## config.mk

```make
export PLATFORM = sky130hd
export DESIGN_NAME = dual_issue_buffer
export DESIGN_NICKNAME = d
export VERILOG_FILES = /design/src/rtl/dual_issue_buffer.sv
export SDC_FILE = /design/constraint.sdc
export NUM_CORES = 1
export LEC_CHECK = 0
export BUFFER_PORTS_ARGS = -buffer_cell sky130_fd_sc_hd__buf_2
export CORE_ASPECT_RATIO = 1.5
export CORE_MARGIN = 2
export CORE_UTILIZATION = 45
export DETAILED_ROUTE_END_ITERATION = 16
export SYNTH_ARGS = -nofsm -noshare
export SYNTH_HDL_FRONTEND = slang
export SYNTH_SLANG_ARGS = --single-unit
```

## constraint.sdc

```tcl
create_clock -name clk -period 7.9 [get_ports clk]
set_input_delay 1.58 -clock clk [delete_from_list [all_inputs] [get_ports clk]]
set_output_delay 1.58 -clock clk [all_outputs]
set_load 0.1 [all_outputs]
```

## src/rtl/dual_issue_buffer.sv

```systemverilog
// dual_issue_buffer
//   Circular instruction buffer between fetch and a two-wide decode stage.
//   Fetch pushes up to two instructions per cycle. Decode pops one instruction
//   on the master slot, or two when the second is a simple ALU op that is safe
//   to pair with the first.
// Ports:
//   clk, rst                 rising-edge clock, synchronous active-high reset
//   in_valid/pc/inst_1, _2   fetched pair (slot 1 older, slot 2 younger)
//   in_ready                 pair accepted at the next edge (space for two)
//   stall                    decode stalled, nothing dequeues
//   flush                    redirect, every entry and any same-cycle push dropped
//   out_valid/pc/inst_1, _2  master and slave decode slots (combinational)
//   count                    number of occupied entries
module dual_issue_buffer #(
  parameter int DEPTH = 8
) (
  input  logic        clk,
  input  logic        rst,
  input  logic        in_valid_1,
  input  logic [31:0] in_pc_1,
  input  logic [31:0] in_inst_1,
  input  logic        in_valid_2,
  input  logic [31:0] in_pc_2,
  input  logic [31:0] in_inst_2,
  output logic        in_ready,
  input  logic        stall,
  input  logic        flush,
  output logic        out_valid_1,
  output logic [31:0] out_pc_1,
  output logic [31:0] out_inst_1,
  output logic        out_valid_2,
  output logic [31:0] out_pc_2,
  output logic [31:0] out_inst_2,
  output logic [3:0]  count
);

  localparam int AW = (DEPTH > 1) ? $clog2(DEPTH) : 1;
  // Space for a full pair is required before accepting anything.
  localparam logic [3:0] CAP_C = 4'(DEPTH - 2);

  localparam logic [5:0] OP_RTYPE = 6'b000000;
  localparam logic [5:0] OP_ADDI  = 6'b001000;
  localparam logic [5:0] OP_BEQ   = 6'b000100;
  localparam logic [5:0] OP_J     = 6'b000010;
  localparam logic [5:0] OP_SW    = 6'b101011;
  localparam logic [5:0] FN_ADD   = 6'b100000;
  localparam logic [5:0] FN_SUB   = 6'b100010;
  localparam logic [5:0] FN_AND   = 6'b100100;
  localparam logic [5:0] FN_OR    = 6'b100101;
  localparam logic [5:0] FN_SLT   = 6'b101010;

  // Instructions the slave pipe can execute: add/sub/and/or/slt and addi.
  function automatic logic is_slave_legal(input logic [31:0] inst);
    logic legal_s;
    legal_s = 1'b0;
    case (inst[31:26])
      OP_RTYPE: begin
        case (inst[5:0])
          FN_ADD, FN_SUB, FN_AND, FN_OR, FN_SLT: legal_s = 1'b1;
          default:                               legal_s = 1'b0;
        endcase
      end
      OP_ADDI: legal_s = 1'b1;
      default: legal_s = 1'b0;
    endcase
    return legal_s;
  endfunction

  // Destination register; 0 stands for "none", since writes to $0 never hazard.
  function automatic logic [4:0] dest_reg(input logic [31:0] inst);
    logic [4:0] dest_s;
    case (inst[31:26])
      OP_RTYPE:            dest_s = inst[15:11];
      OP_SW, OP_BEQ, OP_J: dest_s = 5'd0;
      default:             dest_s = inst[20:16];
    endcase
    return dest_s;
  endfunction

  logic [31:0]   pc_mem_r   [DEPTH];
  logic [31:0]   inst_mem_r [DEPTH];
  logic [AW-1:0] head_r;
  logic [AW-1:0] tail_r;
  logic [3:0]    count_r;

  logic [AW-1:0] head1_s;
  logic [AW-1:0] tail1_s;
  logic [31:0]   head_inst_s;
  logic [31:0]   next_inst_s;
  logic [4:0]    head_dest_s;
  logic          hazard_s;
  logic          head_branch_s;
  logic          push1_s;
  logic          push2_s;
  logic [1:0]    push_cnt_s;
  logic [1:0]    pop_cnt_s;

  assign head1_s = head_r + AW'(1);
  assign tail1_s = tail_r + AW'(1);
  assign count   = count_r;

  // Pairing decision and output slot mux from the two head entries.
  always_comb begin
    head_inst_s   = inst_mem_r[head_r];
    next_inst_s   = inst_mem_r[head1_s];
    head_dest_s   = dest_reg(head_inst_s);
    head_branch_s = (head_inst_s[31:26] == OP_BEQ) || (head_inst_s[31:26] == OP_J);
    // rt of an I-type slave is its destination, covered by the WAW term.
    hazard_s = (head_dest_s != 5'd0) &&
               ((head_dest_s == next_inst_s[25:21]) ||
                ((next_inst_s[31:26] == OP_RTYPE) && (head_dest_s == next_inst_s[20:16])) ||
                (head_dest_s == dest_reg(next_inst_s)));

    out_valid_1 = (count_r != 4'd0);
    out_valid_2 = (count_r >= 4'd2) && is_slave_legal(next_inst_s) &&
                  !head_branch_s && !hazard_s;
    out_pc_1    = out_valid_1 ? pc_mem_r[head_r]    : 32'd0;
    out_inst_1  = out_valid_1 ? head_inst_s         : 32'd0;
    out_pc_2    = out_valid_2 ? pc_mem_r[head1_s]   : 32'd0;
    out_inst_2  = out_valid_2 ? next_inst_s         : 32'd0;
  end

  // Push/pop amounts; in_ready looks only at the current occupancy.
  always_comb begin
    in_ready   = (count_r <= CAP_C);
    push1_s    = in_ready && in_valid_1;
    push2_s    = push1_s && in_valid_2;
    push_cnt_s = {1'b0, push1_s} + {1'b0, push2_s};
    if (stall || flush) begin
      pop_cnt_s = 2'd0;
    end else if (out_valid_2) begin
      pop_cnt_s = 2'd2;
    end else if (out_valid_1) begin
      pop_cnt_s = 2'd1;
    end else begin
      pop_cnt_s = 2'd0;
    end
  end

  // Pointer and occupancy update; flush discards everything including this push.
  always_ff @(posedge clk) begin
    if (rst) begin
      head_r  <= '0;
      tail_r  <= '0;
      count_r <= 4'd0;
    end else if (flush) begin
      head_r  <= '0;
      tail_r  <= '0;
      count_r <= 4'd0;
    end else begin
      head_r  <= head_r + AW'(pop_cnt_s);
      tail_r  <= tail_r + AW'(push_cnt_s);
      count_r <= count_r + {2'b00, push_cnt_s} - {2'b00, pop_cnt_s};
    end
  end

  // Entry storage; slots outside head..tail are don't-care so no reset is needed.
  always_ff @(posedge clk) begin
    if (push1_s) begin
      pc_mem_r[tail_r]   <= in_pc_1;
      inst_mem_r[tail_r] <= in_inst_1;
    end
    if (push2_s) begin
      pc_mem_r[tail1_s]   <= in_pc_2;
      inst_mem_r[tail1_s] <= in_inst_2;
    end
  end

endmodule

```

### After elaboration in Yosys (flattened, before gate mapping)

Memory sizes are Yosys's and may differ from the RTL's. A register that Yosys moved wholly into a read port is not among the register bits.
Index checks and enable logic that the tools add are counted.

| storage, ports and cells | value |
|---|---|
| output and inout port bits | 135 |
| word-level logic and storage cells | 67 |
| memories | 2 |
| RAM bits | 512 |
| register bits after elaboration | 10 |

| cells by class | value |
|---|---|
| multiplexer cells | 17 |
| equality and inequality tests | 15 |
| order comparisons | 2 |
| add/sub/neg operators | 7 |
| reduce and logical (&&, ||, !) cells | 21 |

Memories:

| name | words | width | rd ports | clocked after memory_dff | write ports | RTL line | text |
|---|---|---|---|---|---|---|---|
| inst_mem_r | 8 | 32 | 2 | 1 | 2 | 81 | `logic [31:0] inst_mem_r [DEPTH];` |
| pc_mem_r | 8 | 32 | 2 | 1 | 2 | 80 | `logic [31:0] pc_mem_r [DEPTH];` |

Operators by type and width:

| kind | count |
|---|---|
| $mux 32 | 4 |
| $eq 6x6->1 const B | 7 |
| $pmux 5 s2 | 2 |
| $eq 5x5->1 | 3 |
| $eq 6x2->1 const B | 2 |
| $eq 6x3->1 const B | 2 |
| $logic_not 6->1 | 2 |
| $logic_and 1x1->1 | 7 |
| $add 3x1->3 const B | 2 |
| $add 3x2->3 | 2 |
| $eq 6x4->1 const B | 1 |
| $mux 1 | 6 |
| $mux 3 | 2 |
| $reduce_or 3->1 | 2 |
| $reduce_bool 5->1 | 1 |
| $reduce_or 5->1 | 1 |
| $add 4x2->4 | 1 |
| $ge 4x2->1 const B | 1 |
| $le 4x3->1 const B | 1 |
| $logic_or 1x1->1 | 4 |
| $mux 2 | 2 |
| $reduce_bool 4->1 | 1 |
| $sub 4x2->4 | 1 |
| $add 1x1->2 | 1 |
| 3 further kinds | 4 |

### Depth between registers and ports, before layout

| depth | value |
|---|---|
| depth in word-level cells | 14 |
| mapped depth | 21 |

### Least setup slack after synthesis

Ideal clock, no wire load.

| path | value |
|---|---|
| path type | register -> register |
| start | register count_r[3] (netlist: count[3]) |
| end | memory inst_mem_r[0][0] (enable) |
| stages on the path, launching flop included | 7 |
| period minus slack after synthesis | 8.790 ns |
| path slack | -0.890 ns |
| path buffers | 0 |
| arrival | 8.209 ns |
| library setup time | 0.581 ns |
| cell sequence | dfxtp_1 > inv_1 > ha_1 > a31oi_1 > and2_1 > nand2_1 > o31ai_1 |

RTL lines:

| element | RTL line | text |
|---|---|---|
| start: declaration | 84 | `logic [3:0] count_r;` |
| start signal: assignment | 153 | `count_r <= count_r + {2'b00, push_cnt_s} - {2'b00, pop_cnt_s};` |
| end: declaration | 81 |  |

### Worst setup path in the final report

| path | value |
|---|---|
| start | register head_r[0] |
| end | output port out_inst_2[0] |

| between the ends | value |
|---|---|
| word-level cells in the longest chain between the ends | 11 |
| elaborated cells on any way between the ends | 29 |
| those cells by class | add/sub: 1; eq/ne: 12; mux: 4; reduce/logical: 11; memory: 1 |

Ends and longest elaborated chain:

| element | RTL line | text |
|---|---|---|
| start: declaration | 82 | `logic [AW-1:0] head_r;` |
| start signal: assignment | 151 | `head_r <= head_r + AW'(pop_cnt_s);` |
| $add 3x1->3 (*) | 98 | `assign head1_s = head_r + AW'(1);` |
| $mem_v2 8x32 (*) | - |  |
| $eq 6x6->1, or another cell as far along | 72 | `case (inst[31:26])` |
| $reduce_or 3->1 | 72 |  |
| $pmux 5 s2 | 72 |  |
| $eq 5x5->1 | 112 | `(head_dest_s == dest_reg(next_inst_s)));` |
| $logic_or 1x1->1 | 111 | `((next_inst_s[31:26] == OP_RTYPE) && (head_dest_s == next_inst_s[20:16])) \|\|` |
| $logic_and 1x1->1 | 109 | `hazard_s = (head_dest_s != 5'd0) &&` |
| $logic_not 1->1 | 116 | `!head_branch_s && !hazard_s;` |
| $logic_and 1x1->1 | 116 |  |
| $mux 32 (*) | 120 | `out_inst_2 = out_valid_2 ? next_inst_s : 32'd0;` |
| end: declaration | 33 | `output logic [31:0] out_inst_2,` |

Every way passes the cells marked *; elsewhere a longest branch is shown, timed or not.

==> impl_metrics.csv <==
group,metric,value,unit
power,p_per_area,223.6,mW/mm^2
drt,vias,19243,
timing,max_slew_margin,26.15,%
critical_path,crit_fanout,64,
logic_synthesis,syn_area,0.03105,sq mm
logic_synthesis,ys_warn_count,0,
logic_synthesis,syn_inst,1869,
timing,setup_viol,0,
logic_synthesis,synth_edf_count,512,
outcome,status,"completed",
logic_synthesis,yosysSeqAreaShare,50.17,%
global_route,grt_antenna_before_repair,18,
timing,maxClockFrequency,137.1,MHz
drt,drc_errors,0,
critical_path,cp_cell_sequence,"ha_4, buf_12, buf_4, mux4_2, mux2i_1, xor2_1, nor4_1, o22a_4, buf_12, nor3_1, buf_2",
logic_synthesis,ys_types,59,
critical_path,slowest_delay,640,ps
timing,fin_crit_sh,92.33,%
critical_path,r2r_cells,16,
critical_path,crit_required,6320,ps
clock_tree,clockBufferDepth,3,
clock_tree,cts_resized,0,
logic_synthesis,yosys_most_used_dff,"edfxtp_1",
logic_synthesis,synthTopCellsByArea,"edfxtp_1 50%, mux2_2 19%, mux4_2 19%",
critical_path,critPathBufInv,4,
min_path,hold_path_class,"reg2reg",
layout,synthToLayoutAreaGrowth,12.80,%
drt,routedWlPerCell,31.41,um
clock_tree,postCtsSetupRepairBufs,0,
global_route,track_usage,26.70,%
floorplanning,dieArea,0.07115,sq mm
layout,instances_no_fill,3033,
layout,final_net_count,2229,
global_route,grt_pass1_wl,138400,um
logic_synthesis,synth_area_per_cell,16.61,sq um
timing,drv_slew,0,
timing,hold_ws,697.9,ps
clock_tree,clock_latency,620,ps
clock_tree,cts_tree,"done",
critical_path,slowest_stage,"dfxtp_4",
global_route,gr-total-overflow,0,
placed_design,hpwlAfterDp,56200,um
timing,finalCriticalPeriod,7294,ps
drt,antenna_left,0,
critical_path,cp.depth,11,
drt,via_per_inst,6.345,
floorplanning,core,0.06865,sq mm
critical_path,start_kind,"flop",
critical_path,path_delay_family,"buffers and inverters",
layout,layout_common_cells,"518 x mux2_2, 512 x edfxtp_1, 263 x buf_2, 256 x mux4_2, 121 x mux2i_1",
layout,layout-drive-gt1-share,56.62,%
clock_tree,ctsHoldBuffers,0,
floorplanning,die_width,218.5,um
critical_path,cp-startpoint,"head_r[0]$_SDFF_PP0_",
timing,clock-skew-final,19.61,ps
critical_path,regToRegSetupSlack,2270,ps
critical_path,endpoint,"out_inst_2[0]",
logic_synthesis,ys_ff_latch,522,
logic_synthesis,yosys.area.top_type,"edfxtp_1",
floorplanning,ios,269,
timing,fin_setup_tns,0,ps
floorplanning,chipHeight,325.7,um
drt,drt_iter0_drc,1633,
layout,layout_commonest_cell,"mux2_2",
flow_run,max-cap-violations,0,
critical_path,cp.arrival,5710,ps
timing,grt_setup_unrepaired,"no",
clock_tree,cts.clk_slew.worst_paths,60,ps
drt,wirelength,95280,um
power,leakagePower,11.28,nW
critical_path,cp-end-kind,"output pin",
timing,worstMarginPinSlew,1108,ps
power,ir_drop,0.1715,mV
clock_tree,htreeDepth,2,
critical_path,regToRegStartpoint,"head_r[0]$_SDFF_PP0_",
global_route,grt_start_max_net_pins,113,
logic_synthesis,async_reset_ff_share,0,%
placed_design,port_buffers,263,
critical_path,crit_type,"reg2out",
drt,firstDrtPassIters,5,
clock_tree,clockRootBuffer,"clkbuf_16",
floorplanning,rows,118,
logic_synthesis,synth.top_cell.area_share,49.52,%
placed_design,dp.cells,2924,
critical_path,r2r-end,"count[2]$_SDFF_PP0_",
global_route,grt_pass1_vias,20355,
min_path,worstHoldStart,"count[3]$_SDFF_PP0_",
placed_design,finalWeightedCongestion,0.8675,
clock_tree,cts.sinks,522,
floorplanning,start_util,45.22,%
critical_path,cp_common_cell,"buf_12",
clock_tree,numCtsBuffers,55,
timing,hold_viol,0,
-- power by group --
| group | internal (W) | switching, W |
|---|---|---|
| sequential | 0.00319 | 0.0000571 |
| clock | 0.00135 | 0.00111 |
| combinational | 0.000552 | 0.00157 |
| total | 0.00510 | 0.00273 |
-- state kept, by name, summed over array words and instances, names as in the netlist --
name,cells
pc_mem_r,256
count,4
inst_mem_r,256
head_r,3
tail_r,3
-- logic make-up (layout without fill, tap and decap cells) --
logic type | count (synthesis) | after routing | share of synthesized area (%)
compound gates | 50 | 50 | 1.310
xor+xnor | 17 | 17 | 0.4796
fa+ha+maj | 14 | 14 | 0.6609
buf+inv | 172 | 422 | 2.640
flops | 522 | 522 | 50.17
mux | 897 | 897 | 41.38
other cells | 1 | 15 | 0.01208
simple gates | 196 | 196 | 3.357
-- how the worst min path moves through the flow --
stage	end	cells past startpoint	slack [ps]
floorplan	tail_r[0]$_SDFF_PP0_	2	580
global placement	tail_r[1]$_SDFF_PP0_	3	660
detailed placement	tail_r[1]$_SDFF_PP0_	3	680
CTS	tail_r[1]$_SDFF_PP0_	3	700
global route	tail_r[1]$_SDFF_PP0_	3	760
finish	count[3]$_SDFF_PP0_	4	700
-- tightest hold or removal path: cells and delay by family (launching register included) --
| family | cells | cell delay, ps |
|---|---|---|
| fa+ha+maj | 1 | 140 |
| simple gates | 1 | 70 |
| xor+xnor | 1 | 70 |
| flops | 1 | 320 |
| buf+inv | 1 | 70 |
-- per-stage QoR --
step                cell area [sq um]  power, W  utilization [%]  setup WS, ps
detailed placement              33360  0.005431            48.60          1248
CTS                             35000  0.007880            50.98         571.8
floorplan                       31070  0.004888                -         720.5
finish                          35020  0.007830            51.01         605.7
global route                    35010  0.008065            50.99         306.5
global placement                33360  0.005405            48.60          1299
-- per-layer routing --
| layer | routed length [um] | vias up | global-route usage [%] |
|---|---|---|---|
| li1 | - | 8110 | - |
| met1 | 38220 | 10302 | 34.57 |
| met2 | 48470 | 649 | 45.89 |
| met3 | 5619 | 164 | 4.239 |
| met4 | 2855 | 18 | 8.385 |
| met5 | 116 | - | 0 |
-- synth_stat cells, types with 9 or more instances --
cell type    n
nor3_1      36
inv_1       18
nor3_2      21
nand2_1     14
edfxtp_1   512
buf_1       15
dfxtp_1     10
clkbuf_1    92
xor2_1      12
buf_4       13
ha_1        10
o22ai_1      9
nor2_1      79
buf_2       22
mux4_2     256
mux2_2     518
buf_6       10
mux2i_1    121
-- area by class of cell --
cell class,count,area (sq um)
repair buffers,305,1694
inverters,18,67.56
fillers,5818,33630
well taps,900,1126
clock buffers,84,1525
clock inverters,15,107.6
flip-flops and latches,522,15590
multi-input cells,1179,14890
diodes,10,25.02
Power figures use the tool's default switching activity.
